### src/rtl/seg7_scan_ctrl.sv
// Time-multiplexed 7-segment scan controller: one shared BCD decoder, blanking gap
// between digits, double-buffered digit values and optional leading-zero blanking.
module seg7_scan_ctrl #(
  parameter int NUM_DIGITS   = 4,
  parameter int REFRESH_DIV  = 50000,
  parameter int BLANK_CYCLES = 500
) (
  input  logic                    w_clk,
  input  logic                    w_rst_n,
  input  logic                    w_enable,
  input  logic [4*NUM_DIGITS-1:0] w_digits,
  input  logic [NUM_DIGITS-1:0]   w_dp_mask,
  input  logic                    w_lzb,
  input  logic                    w_load,
  input  logic [6:0]              w_seg7,
  output logic [3:0]              w_bcd,
  output logic [6:0]              w_seg_out,
  output logic                    w_dp,
  output logic [NUM_DIGITS-1:0]   w_dig_en,
  output logic                    w_frame_tick
);

  localparam int IDX_W = $clog2(NUM_DIGITS);
  localparam int CNT_W = $clog2(REFRESH_DIV);

  typedef enum logic [1:0] {
    IDLE  = 2'd0,
    BLANK = 2'd1,
    SHOW  = 2'd2
  } state_t;

  state_t                  state, state_nxt;
  logic [IDX_W-1:0]        idx, idx_nxt;
  logic [CNT_W-1:0]        cnt, cnt_nxt;
  logic                    frame_start;

  logic [4*NUM_DIGITS-1:0] act_digits, act_digits_nxt;
  logic [NUM_DIGITS-1:0]   act_dp, act_dp_nxt;
  logic [4*NUM_DIGITS-1:0] pend_digits, pend_digits_nxt;
  logic [NUM_DIGITS-1:0]   pend_dp, pend_dp_nxt;
  logic                    pend_valid, pend_valid_nxt;

  logic [3:0]              bcd_nxt;
  logic [6:0]              seg_nxt;
  logic                    dp_nxt;
  logic [NUM_DIGITS-1:0]   dig_en_nxt;

  logic [NUM_DIGITS-1:0]   blank_mask;
  logic                    zero_above;

  // Digit k is a leading zero when it and every more-significant active nibble are 0.
  always_comb begin
    blank_mask = '0;
    zero_above = 1'b1;
    for (int k = NUM_DIGITS - 1; k >= 1; k--) begin
      zero_above    = zero_above && (act_digits[4*k +: 4] == 4'd0);
      blank_mask[k] = w_lzb && zero_above;
    end
  end

  // NOTE: every signal driven here gets a default first, so no path can infer a latch.
  always_comb begin
    state_nxt       = state;
    idx_nxt         = idx;
    cnt_nxt         = cnt;
    frame_start     = 1'b0;
    act_digits_nxt  = act_digits;
    act_dp_nxt      = act_dp;
    pend_digits_nxt = pend_digits;
    pend_dp_nxt     = pend_dp;
    pend_valid_nxt  = pend_valid;
    bcd_nxt         = w_bcd;
    seg_nxt         = w_seg_out;
    dp_nxt          = w_dp;
    dig_en_nxt      = w_dig_en;

    if (!w_enable) begin
      state_nxt = IDLE;
      idx_nxt   = '0;
      cnt_nxt   = '0;
    end else begin
      case (state)
        IDLE: begin
          state_nxt   = BLANK;
          idx_nxt     = '0;
          cnt_nxt     = '0;
          frame_start = 1'b1;
        end
        BLANK: begin
          cnt_nxt = cnt + 1'b1;
          if (cnt == CNT_W'(BLANK_CYCLES - 1)) state_nxt = SHOW;
        end
        SHOW: begin
          if (cnt == CNT_W'(REFRESH_DIV - 1)) begin
            state_nxt = BLANK;
            cnt_nxt   = '0;
            if (idx == IDX_W'(NUM_DIGITS - 1)) begin
              idx_nxt     = '0;
              frame_start = 1'b1;
            end else begin
              idx_nxt = idx + 1'b1;
            end
          end else begin
            cnt_nxt = cnt + 1'b1;
          end
        end
        default: begin
          state_nxt = IDLE;
          idx_nxt   = '0;
          cnt_nxt   = '0;
        end
      endcase
    end

    // Active buffer only changes at a frame start, so a frame never mixes two values.
    if (frame_start) begin
      if (w_load) begin
        act_digits_nxt = w_digits;
        act_dp_nxt     = w_dp_mask;
        pend_valid_nxt = 1'b0;
      end else if (pend_valid) begin
        act_digits_nxt = pend_digits;
        act_dp_nxt     = pend_dp;
        pend_valid_nxt = 1'b0;
      end
    end else if (w_load) begin
      pend_digits_nxt = w_digits;
      pend_dp_nxt     = w_dp_mask;
      pend_valid_nxt  = 1'b1;
    end

    if (state_nxt == IDLE) begin
      bcd_nxt    = 4'd0;
      seg_nxt    = 7'd0;
      dp_nxt     = 1'b0;
      dig_en_nxt = '0;
    end else if (state_nxt == BLANK && state != BLANK) begin
      bcd_nxt    = act_digits_nxt[4*int'(idx_nxt) +: 4];
      seg_nxt    = 7'd0;
      dp_nxt     = 1'b0;
      dig_en_nxt = '0;
    end else if (state_nxt == SHOW && state == BLANK) begin
      // w_seg7 is the decoder's answer to the nibble presented since slot start.
      dig_en_nxt = NUM_DIGITS'(1) << idx;
      seg_nxt    = blank_mask[idx] ? 7'd0 : w_seg7;
      dp_nxt     = act_dp[idx];
    end
  end

  // NOTE: sequential state uses non-blocking assignments so all registers update together.
  // The digit buffers are reset too: after reset the display must show zeros, not garbage.
  always_ff @(posedge w_clk or negedge w_rst_n) begin
    if (!w_rst_n) begin
      state        <= IDLE;
      idx          <= '0;
      cnt          <= '0;
      act_digits   <= '0;
      act_dp       <= '0;
      pend_digits  <= '0;
      pend_dp      <= '0;
      pend_valid   <= 1'b0;
      w_bcd        <= 4'd0;
      w_seg_out    <= 7'd0;
      w_dp         <= 1'b0;
      w_dig_en     <= '0;
      w_frame_tick <= 1'b0;
    end else begin
      state        <= state_nxt;
      idx          <= idx_nxt;
      cnt          <= cnt_nxt;
      act_digits   <= act_digits_nxt;
      act_dp       <= act_dp_nxt;
      pend_digits  <= pend_digits_nxt;
      pend_dp      <= pend_dp_nxt;
      pend_valid   <= pend_valid_nxt;
      w_bcd        <= bcd_nxt;
      w_seg_out    <= seg_nxt;
      w_dp         <= dp_nxt;
      w_dig_en     <= dig_en_nxt;
      w_frame_tick <= frame_start;
    end
  end

endmodule

### config.mk
export PLATFORM = sky130hd
export DESIGN_NAME = seg7_scan_ctrl
export DESIGN_NICKNAME = d
export VERILOG_FILES = /design/src/rtl/seg7_scan_ctrl.sv
export SDC_FILE = /design/constraint.sdc
export NUM_CORES = 1
export LEC_CHECK = 0
export ABC_AREA = 1
export CAP_MARGIN = 10
export CORE_ASPECT_RATIO = 0.9
export CORE_UTILIZATION = 35
export CTS_CLUSTER_SIZE = 25
export DETAILED_ROUTE_END_ITERATION = 10
export PLACE_DENSITY = 0.56
export REMOVE_ABC_BUFFERS = 1
export SYNTH_ARGS = -nofsm -noshare
export SYNTH_HDL_FRONTEND = slang
export SYNTH_SLANG_ARGS = --single-unit
### constraint.sdc
create_clock -name w_clk -period 1.95 [get_ports w_clk]
set_input_delay 0.39 -clock w_clk [delete_from_list [all_inputs] [get_ports w_clk]]
set_output_delay 0.39 -clock w_clk [all_outputs]
set_load 0.01 [all_outputs]
==> flow_summary.json <==
{
  "status": "completed",
  "io_pins": 49,
  "final_common_cell": "nand2_1",
  "layout.cells.non_filler": 759,
  "cts_root_buf": "clkbuf_16",
  "num-nets-final": 639,
  "die-area_um2": 12400,
  "maxSlewHeadroom_pct": 64.5,
  "post-route-min-period_ns": 1.85,
  "end_kind": "register",
  "totalWireLength_mm": 9.89,
  "crit_arrival_ns": 2.12,
  "synthTopCellsByArea": "dfrtp_1 47%, nand2_1 16%, o21ai_0 5.5%",
  "layout-drive-gt1-share_pct": 16.6,
  "max_freq_mhz": 541,
  "grt_first_pass_wirelength_mm": 16.6,
  "setup-violations-final": 0,
  "crit_required_ns": 2.22,
  "clock_latency_ns": 0.34,
  "slowest_delay_ns": 0.40,
  "finalHoldViolCount": 0,
  "whs_ns": 0.474,
  "reg2reg_depth": 9,
  "max_cap_violations": 0,
  "cp_max_fo": 6,
  "crit_chain": "inv_1 -> ha_1 -> nand3_1 -> a21oi_1 -> nand2_2 -> nor2_2 -> buf_4 -> nand3b_1 -> nand2_1",
  "yosysTopAreaCell": "dfrtp_1",
  "finalCritPeriodShare_pct": 94.9,
  "regToRegSetupSlack_ns": 0.10,
  "synth.distinct_cells": 32,
  "antenna_found_initial": 0,
  "clk_path_buf_depth": 2,
  "overflow": 0,
  "cp.buffers_inverters": 2,
  "worstMarginPinSlew_ns": 0.531,
  "numClockSinks": 78,
  "drtPass1Iterations": 4,
  "drt-initial-drc-count": 176,
  "irDropWorstVdd_v": 0.000465,
  "start_kind": "register",
  "rows": 37,
  "grt_pass1_vias": 3400,
  "cts_tree": "done",
  "final_cell_mix": "175 x nand2_1, 74 x dfrtp_1, 49 x inv_1, 47 x clkdlybuf4s50_1, 46 x o21ai_0",
  "rsz0062_at_grt": "yes",
  "antenna_left": 0,
  "clkTransAtPathRegs_ns": 0.06,
  "n_antenna_cell": 0,
  "p_total_mw": 4.03,
  "vias": 3525,
  "min_path_cells": 2,
  "netlist_instances": 532,
  "yosysTopAreaCellShare_pct": 46.8,
  "timing.rr.start": "state[1]$_DFF_PN0_",
  "gp_congestion": 0.822,
  "grt_max_degree": 52,
  "syn_area_um2": 4170,
  "yosysSeqAreaShare_pct": 46.8,
  "timing.final.ws_setup_ns": 0.100,
  "power_density_nw_per_um2": 755,
  "maxSlewViolCount": 0,
  "port_buffers": 48,
  "place_worst_setup_slack_ns": -0.137,
  "hp-class": "reg -> reg",
  "path_depth": 9,
  "syn-mean-instance-area_um2": 7.84,
  "total_leakage_power_nw": 2.59,
  "wire_per_inst_um": 13.0,
  "fp.dieW_um": 117,
  "area_delta_synth_final_pct": 28.1,
  "grt_util_all_layers_pct": 17.7,
  "numCtsBuffers": 9,
  "min_to": "w_dig_en[3]$_DFFE_PN0P_",
  "cp_top_family": "simple AND/OR/NAND/NOR gates",
  "die_h_um": 106,
  "worstSetupPathType": "reg -> reg",
  "yosysWarnings": 0,
  "min_from": "w_dig_en[3]$_DFFE_PN0P_",
  "dp.cells": 737,
  "cpMaxStageDelayCell": "dfrtp_1",
  "synth_seq_cells": 78,
  "htreeDepth": 3,
  "dp_hpwl_mm": 6.83,
  "viasPerCell": 4.64,
  "finClkSkew_ns": 0.00694,
  "worst_r2r_endpoint": "w_seg_out[1]$_DFFE_PN0P_",
  "drc": 0,
  "initial_core_util_pct": 36.2,
  "core_um2": 11500
}
flip-flops by register name, summed over array words and instances (netlist names), 4 cells and up:
name         cells
w_bcd            4
pend_dp          4
pend_digits     16
w_seg_out        7
act_digits      16
act_dp           4
cnt             16
w_dig_en         4
final cells by class:
cell class                      count  area (um2)
Timing Repair Buffer               73         712
Clock buffer                       10         239
Tap cell                          156         195
Sequential cell                    78        1960
Fill cell                        1114        6190
Multi-Input combinational cell    381        1980
Clock inverter                      6        37.5
Inverter                           55         218
how the worst max path moves through the flow:
stage                     slack, ns                           to                from
after floorplan               -0.16   pend_digits[0]$_DFFE_PN0P_    cnt[0]$_DFF_PN0_
after global placement        -0.15     w_seg_out[4]$_DFFE_PN0P_            w_enable
after detailed placement      -0.14     w_seg_out[1]$_DFFE_PN0P_            w_enable
after CTS                      0.02  pend_digits[12]$_DFFE_PN0P_    cnt[0]$_DFF_PN0_
after global routing          -0.02     w_seg_out[0]$_DFFE_PN0P_    cnt[0]$_DFF_PN0_
final                          0.10     w_seg_out[1]$_DFFE_PN0P_  state[1]$_DFF_PN0_
where the power goes:
part,internal (mW),total (mW),switching (mW)
clock,0.888,1.55,0.666
sequential,1.76,1.86,0.0939
combinational,0.261,0.620,0.360
cell families after synthesis:
group	count (synthesis)	synth area share [%]
xor gates and xnor gates	7	1.47
and+or+nand+nor	298	32.7
DFF	78	46.8
buffers and inverters	74	7.62
AOI/OAI and AO/OA	66	8.73
adders and majority gates	9	2.70
cells in the mapped netlist:
library cell and count:
nand3b_1 8, xor2_1 3, o21a_1 3, dfrtp_1 78, a2111oi_0 1, nor4_1 5
nand3_4 1, or2_2 1, inv_1 51, buf_6 3, buf_1 2, o21ai_0 46
inv_2 4, nand3_1 43, buf_4 2, ha_1 9, nand4_1 2, clkbuf_1 4
nand2_2 26, a21oi_2 1, o211ai_1 2, nand2_1 178, nor3_1 5, nor2_1 24
a21oi_1 11, buf_2 8, nor2_4 2, nand2_8 2, a211oi_1 1, xnor2_1 4
a21oi_4 1, nand3_2 1
worst min-delay path: cells and delay by family, from the launching register on:
kind	cells	cell delay [ns]
DFF	1	0.35
and+or+nand+nor	2	0.09
routing by layer:
metal  part of all wire [%]  track usage (%)
met3                    5.5             4.54
met5                      0                0
met1                     51             25.5
met2                     42             25.3
met4                    1.3             6.42
metrics by stage:
step	area, um2	setup TNS, ns	utilization [%]
finish	5340	0	46.3
global route	5340	-0.0862	46.3
CTS	5200	0	45.1
detailed placement	4910	-1.62	42.6
global placement	4910	-1.85	42.6
floorplan	4060	-3.10	-
what timing repair did:
item                                   4_1_cts  5_1_grt
resized for setup                            3       25
setup endpoints to repair                    8       51
setup buffers                                0        2
hold buffers                                 1        0
endpoints found under the hold margin       27        0
cloned                                       1        2
pin swaps                                    0        4
Power figures use the tool's default switching activity.
